File: config.mk
export PLATFORM = sky130hd
export DESIGN_NAME = pipe_skid_stage
export DESIGN_NICKNAME = d
export VERILOG_FILES = /design/src/rtl/pipe_pkg.sv /design/src/rtl/pipe_slot.sv /design/src/rtl/pipe_skid_stage.sv
export SDC_FILE = /design/constraint.sdc
export NUM_CORES = 1
export LEC_CHECK = 0
export CORE_MARGIN = 2
export CORE_UTILIZATION = 52
export DETAILED_ROUTE_END_ITERATION = 6
export PLACE_DENSITY_LB_ADDON = 0.25
export SLEW_MARGIN = 25
export SYNTH_ARGS = -nofsm -noshare
export SYNTH_HDL_FRONTEND = slang
export SYNTH_HIERARCHICAL = 1
export SYNTH_SLANG_ARGS = --single-unit
File: constraint.sdc
create_clock -name clk -period 2.5 [get_ports clk]
set_clock_uncertainty 0.05 [all_clocks]
set_input_delay 0.25 -clock clk [delete_from_list [all_inputs] [get_ports clk]]
set_output_delay 0.25 -clock clk [all_outputs]
set_load 0.05 [all_outputs]
File: src/rtl/pipe_pkg.sv
// Shared definitions for inter-stage pipeline registers: slot states, bubble control, control-bundle layout.
package pipe_pkg;

  typedef enum logic [1:0] {
    ST_EMPTY = 2'd0,
    ST_ONE   = 2'd1,
    ST_TWO   = 2'd2
  } state_e;

  localparam int unsigned CTRL_W_DEF = 24;

  // Bubble control word: every field deasserted, so a bubble has no side effects.
  localparam logic [CTRL_W_DEF-1:0] NOP_CTRL_DEF = '0;

  // Control-bundle field offsets shared by all stages.
  localparam int unsigned CTRL_HALT_BIT   = 0;
  localparam int unsigned CTRL_REGWRT_BIT = 1;
  localparam int unsigned CTRL_MEMWRT_BIT = 2;
  localparam int unsigned CTRL_MEMEN_BIT  = 3;
  localparam int unsigned CTRL_ALUOP_LSB  = 4;
  localparam int unsigned CTRL_ALUOP_W    = 4;

  // Assemble a control bundle from its named fields.
  function automatic logic [CTRL_W_DEF-1:0] ctrl_pack(
    input logic                    halt,
    input logic                    reg_wrt,
    input logic                    mem_wrt,
    input logic                    mem_en,
    input logic [CTRL_ALUOP_W-1:0] alu_op
  );
    logic [CTRL_W_DEF-1:0] c;
    c = '0;
    c[CTRL_HALT_BIT]   = halt;
    c[CTRL_REGWRT_BIT] = reg_wrt;
    c[CTRL_MEMWRT_BIT] = mem_wrt;
    c[CTRL_MEMEN_BIT]  = mem_en;
    c[CTRL_ALUOP_LSB +: CTRL_ALUOP_W] = alu_op;
    return c;
  endfunction

endpackage

File: src/rtl/pipe_slot.sv
// One pipeline slot: valid flag plus data and control, with load and clear.
module pipe_slot #(
  parameter int unsigned       DATA_W   = 16,
  parameter int unsigned       CTRL_W   = 24,
  parameter logic [CTRL_W-1:0] NOP_CTRL = '0
) (
  input  logic              clk,
  input  logic              rst,
  input  logic              load,
  input  logic              clear,
  input  logic [DATA_W-1:0] load_data,
  input  logic [CTRL_W-1:0] load_ctrl,
  output logic              valid,
  output logic [DATA_W-1:0] data,
  output logic [CTRL_W-1:0] ctrl
);

  // Clear wins over load; a cleared slot keeps its data so nothing goes X downstream.
  always_ff @(posedge clk or posedge rst) begin
    if (rst) begin
      valid <= 1'b0;
      data  <= '0;
      ctrl  <= NOP_CTRL;
    end else if (clear) begin
      valid <= 1'b0;
      ctrl  <= NOP_CTRL;
    end else if (load) begin
      valid <= 1'b1;
      data  <= load_data;
      ctrl  <= load_ctrl;
    end
  end

endmodule

File: src/rtl/pipe_skid_stage.sv
// Inter-stage pipeline register with valid/ready handshake, 2-entry skid, flush and stall counter.
module pipe_skid_stage
  import pipe_pkg::*;
#(
  parameter int unsigned       DATA_W   = 16,
  parameter int unsigned       CTRL_W   = 24,
  parameter logic [CTRL_W-1:0] NOP_CTRL = CTRL_W'(NOP_CTRL_DEF),
  parameter int unsigned       CNT_W    = 16
) (
  input  logic              clk,
  input  logic              rst,
  input  logic              in_valid,
  output logic              in_ready,
  input  logic [DATA_W-1:0] in_data,
  input  logic [CTRL_W-1:0] in_ctrl,
  output logic              out_valid,
  input  logic              out_ready,
  output logic [DATA_W-1:0] out_data,
  output logic [CTRL_W-1:0] out_ctrl,
  input  logic              flush,
  input  logic              cnt_clr,
  output logic [CNT_W-1:0]  stall_cnt
);

  state_e            state;
  logic              acc;
  logic              pop;
  logic              m_load;
  logic              m_clear;
  logic              m_from_s;
  logic              s_load;
  logic              s_clear;
  logic              m_valid;
  logic              s_valid;
  logic [DATA_W-1:0] m_data;
  logic [CTRL_W-1:0] m_ctrl;
  logic [DATA_W-1:0] s_data;
  logic [CTRL_W-1:0] s_ctrl;
  logic [DATA_W-1:0] m_load_data;
  logic [CTRL_W-1:0] m_load_ctrl;

  assign out_valid = m_valid;
  assign in_ready  = ~s_valid;
  assign acc       = in_valid & in_ready;
  assign pop       = out_valid & out_ready;
  assign out_data  = m_data;
  assign out_ctrl  = out_valid ? m_ctrl : NOP_CTRL;

  assign m_load_data = m_from_s ? s_data : in_data;
  assign m_load_ctrl = m_from_s ? s_ctrl : in_ctrl;

  // Occupancy state; flush overrides every transition.
  always_ff @(posedge clk or posedge rst) begin
    if (rst) begin
      state <= ST_EMPTY;
    end else if (flush) begin
      state <= ST_EMPTY;
    end else begin
      case (state)
        ST_EMPTY: if (acc) state <= ST_ONE;
        ST_ONE: begin
          if (acc && !pop)      state <= ST_TWO;
          else if (!acc && pop) state <= ST_EMPTY;
        end
        ST_TWO:   if (pop) state <= ST_ONE;
        default:  state <= ST_EMPTY;
      endcase
    end
  end

  // Slot load/clear controls derived from the current occupancy.
  always_comb begin
    m_load   = 1'b0;
    m_clear  = 1'b0;
    m_from_s = 1'b0;
    s_load   = 1'b0;
    s_clear  = 1'b0;
    if (flush) begin
      m_clear = 1'b1;
      s_clear = 1'b1;
    end else begin
      case (state)
        ST_EMPTY: m_load = acc;
        ST_ONE: begin
          if (acc && pop)  m_load  = 1'b1;
          else if (pop)    m_clear = 1'b1;
          else if (acc)    s_load  = 1'b1;
        end
        ST_TWO: begin
          if (pop) begin
            m_load   = 1'b1;
            m_from_s = 1'b1;
            s_clear  = 1'b1;
          end
        end
        default: ;
      endcase
    end
  end

  pipe_slot #(.DATA_W(DATA_W), .CTRL_W(CTRL_W), .NOP_CTRL(NOP_CTRL)) u_main (
    .clk       (clk),
    .rst       (rst),
    .load      (m_load),
    .clear     (m_clear),
    .load_data (m_load_data),
    .load_ctrl (m_load_ctrl),
    .valid     (m_valid),
    .data      (m_data),
    .ctrl      (m_ctrl)
  );

  pipe_slot #(.DATA_W(DATA_W), .CTRL_W(CTRL_W), .NOP_CTRL(NOP_CTRL)) u_skid (
    .clk       (clk),
    .rst       (rst),
    .load      (s_load),
    .clear     (s_clear),
    .load_data (in_data),
    .load_ctrl (in_ctrl),
    .valid     (s_valid),
    .data      (s_data),
    .ctrl      (s_ctrl)
  );

  // Saturating count of stalled cycles; clear beats increment, flush leaves it alone.
  always_ff @(posedge clk or posedge rst) begin
    if (rst) begin
      stall_cnt <= '0;
    end else if (cnt_clr) begin
      stall_cnt <= '0;
    end else if (out_valid && !out_ready && (stall_cnt != '1)) begin
      stall_cnt <= stall_cnt + CNT_W'(1);
    end
  end

endmodule

==> flow_summary.toml <==
[drt]
postRouteWirelength_mm = 11.1
drt-initial-drc-count = 207
first_pass_iters = 4
vias = 3532
wl_per_cell_microns = 16.7
post-route-drc-count = 0
final_antenna_net_count = 0
via_per_inst = 5.30

[setup_path]
crit_path_end_kind = "output pin"
worstSetupStartpointType = "register"
worstReg2RegStart = "state[1]$_DFFE_PP0P_"
worstPathRequired_ns = 2.20
rr_worst_depth = 7
crit_fanout = 18
endpoint = "out_ctrl[5]"
critPathArrivalTime_ns = 2.10
r2r-end = "u_main/data[13]$_DFFE_PP0P_"
crit_start = "u_main/valid$_DFFE_PP0P_"
worst-setup-path-type = "reg -> out"
ff2ff_setup_slack_ns = 0.29

[clock_network]
clockBufferDepth = 2
path_clk_slew_ns = 0.10
clock-sinks = 100
clock_latency_ns = 0.35
cts_tree = "built"
cts_buffers = 9
htree_levels = 3
cts-root-buf = "clkbuf_8"
cts-hold-fix-buffers = 0

[place]
dp_hpwl_mm = 7.97
numPortBuffers = 103
placed_cells = 651
dpl_worst_slack_ns = -0.0375
gp_congestion = 0.872

[grt]
use_met2_pct = 37.8
antenna_found_initial = 0
grt.overflow.total = 0
met3_usage_pct = 4.38
grt_most_used_layer = "met2"
grt_pass1_wl_mm = 18.5
met1_usage_pct = 30.8
grt_pass1_vias = 3774
grt_max_degree = 30
grt_usage_pct = 22.7

[job]
drv_cap = 0

[floorplan]
rows = 35
design.core.area_sq_um = 9330
start_util_pct = 54.0
die-area_sq_um = 10500
io_pins = 104
die_y_microns = 102
die_w_microns = 102

[timing]
tightestPinTransition_ns = 0.685
finalWorstSetupSlack_ns = 0.0965
setup_viol_count_final = 0
fmax_ghz = 0.416
rsz0062_at_grt = "false"
hold_viol = 0
period_minus_slack_ns = 2.40
hold_ws_ns = 0.232
slew-limit-headroom_pct = 54.3
period_share_pct = 96.1
drv_slew = 0

[final_layout]
syn_to_final_growth_pct = 28.2
final_net_count = 580
multi_input_area_sq_um = 2370
fill_cells = 695
drive_above_1_share_pct = 21.6
final_util_pct = 69.3
ff_latch_area_sq_um = 2500
fin_cells = 667
diodes = 0

[outcome]
outcome = "complete, no violations"

[synthesis]
ys_warn_count = 6
synth-async-reset-ratio_pct = 100
ys.flop_type = "dfrtp_1"
syn_avg_cell_area_sq_um = 11.8
netlist_area_sq_um = 5040
synthCells = 428
synth_nets = 475
ys_seq_area_share_pct = 49.6
ys_types = 43
ys_ff_latch = 100
synth_edf_count = 0

[power_and_ir_drop]
p_int_mw = 2.71
p_comb_share_pct = 27.6
switching_share_pct = 32.1
p_leak_nw = 2.86
p_switching_mw = 1.28
power.density_nw_per_um2 = 618
total_power_mw = 3.99
clkPwrFrac_pct = 23.3
p_seq_share_pct = 49.1
ir_worst_vdd_mv = 0.402

[hold_path]
hp-class = "in -> async"
## cell families (layout without fill, tap and decap cells)
| family | Yosys count | in the layout | synth area share [%] |
|---|---|---|---|
| buffers and inverters | 33 | 143 | 3.77 |
| XOR/XNOR | 1 | 1 | 0.174 |
| adder cells (fa/ha/maj) | 1 | 1 | 0.248 |
| multiplexers | 120 | 120 | 27.1 |
| AO/OA/AOI/OAI | 37 | 37 | 4.44 |
| AND/OR/NAND/NOR | 136 | 136 | 14.6 |
| flip-flops | 100 | 100 | 49.6 |
## cell type report
class | instances | share of cell area (%)
inverter | 7 | 0.407
clock buffer | 10 | 1.97
clock inverter | 6 | 0.716
timing repair buffer | 120 | 19.0
sequential | 100 | 38.7
multi-input combinational | 295 | 36.7
tap | 129 | 2.50
## synth_stat cells, types with 5 or more instances
| library cell | n | area [sq um] |
|---|---|---|
| inv_1 | 7 | 26.3 |
| and2_1 | 26 | 163 |
| dfrtp_1 | 100 | 2500 |
| nor2_1 | 55 | 206 |
| or4_1 | 8 | 60.1 |
| mux2_4 | 20 | 300 |
| o21ai_0 | 6 | 30.0 |
| buf_2 | 8 | 40.0 |
| o31ai_1 | 9 | 67.6 |
| mux2_2 | 49 | 552 |
| nand2_1 | 9 | 33.8 |
| nand3_1 | 7 | 35.0 |
| buf_6 | 6 | 67.6 |
| nand2b_1 | 5 | 31.3 |
| mux2i_1 | 48 | 480 |
| clkbuf_1 | 8 | 30.0 |
| a21oi_1 | 17 | 85.1 |
## stage by stage
step / TNS [ns] / instance area [sq um]
after CTS: 0 / 6430
after floorplan: 0 / 5040
after global placement: 0 / 6260
after detailed placement: -0.203 / 6260
after global routing: 0 / 6460
final: 0 / 6460
## critical path, cell delays in order (launching register included)
cell	delay [ns]
dfrtp_2	0.56
buf_4	0.25
and2_1	0.14
clkdlybuf4s50_1	0.80
## layer usage
layer  up-vias  routed length, microns
met5         -                       0
met4         0                     105
met3         7                     357
met2        72                    5620
met1      1745                    5050
li1       1708                       -
## flip-flops by register name, summed over array words and instances, names as in the netlist
signal / cells
u_main/ctrl: 24
u_skid/valid: 1
stall_cnt: 16
u_skid/ctrl: 24
state: 2
u_main/valid: 1
u_main/data: 16
u_skid/data: 16
## power by group through the flow
stage | logic [mW] | registers (mW) | clock network [mW]
2_1_floorplan | 0.455 | 2.25 | 0
3_3_place_gp | 1.08 | 1.98 | 0
3_5_place_dp | 1.11 | 1.98 | 0
4_1_cts | 1.11 | 1.96 | 0.967
5_1_grt | 1.17 | 1.98 | 1.05
6_report | 1.10 | 1.96 | 0.933
## layout by cell type, fill, tap and decap left out, types with 9 or more instances in the layout
cell	synthesis	routed
buf_4	3	14
nand2_1	9	9
dfrtp_1	100	99
o31ai_1	9	9
clkbuf_8	0	9
clkdlybuf4s50_1	0	91
mux2_4	20	20
mux2_2	49	49
a21oi_1	17	16
and2_1	26	26
dlymetal6s2s_1	0	12
mux2i_1	48	48
nor2_1	55	54
## timing repair
action,4_1_cts,5_1_grt
gates resized for setup,0,12
endpoints found under the setup margin,0,12
buffers inserted,0,0
## how the worst min path moves through the flow
| stage | endpoint | cells past startpoint | slack, ns | start |
|---|---|---|---|---|
| floorplan | stall_cnt[0]$_DFFE_PP0P_ | 1 | 0.14 | rst |
| global placement | u_skid/data[15]$_DFFE_PP0P_ | 1 | 0.43 | u_skid/data[15]$_DFFE_PP0P_ |
| detailed placement | u_skid/data[14]$_DFFE_PP0P_ | 1 | 0.44 | u_skid/data[14]$_DFFE_PP0P_ |
| CTS | u_main/ctrl[15]$_DFFE_PP0P_ | 2 | 0.23 | rst |
| global route | u_main/ctrl[3]$_DFFE_PP0P_ | 2 | 0.25 | rst |
| finish | u_main/ctrl[7]$_DFFE_PP0P_ | 2 | 0.23 | rst |
Power figures use the tool's default switching activity.
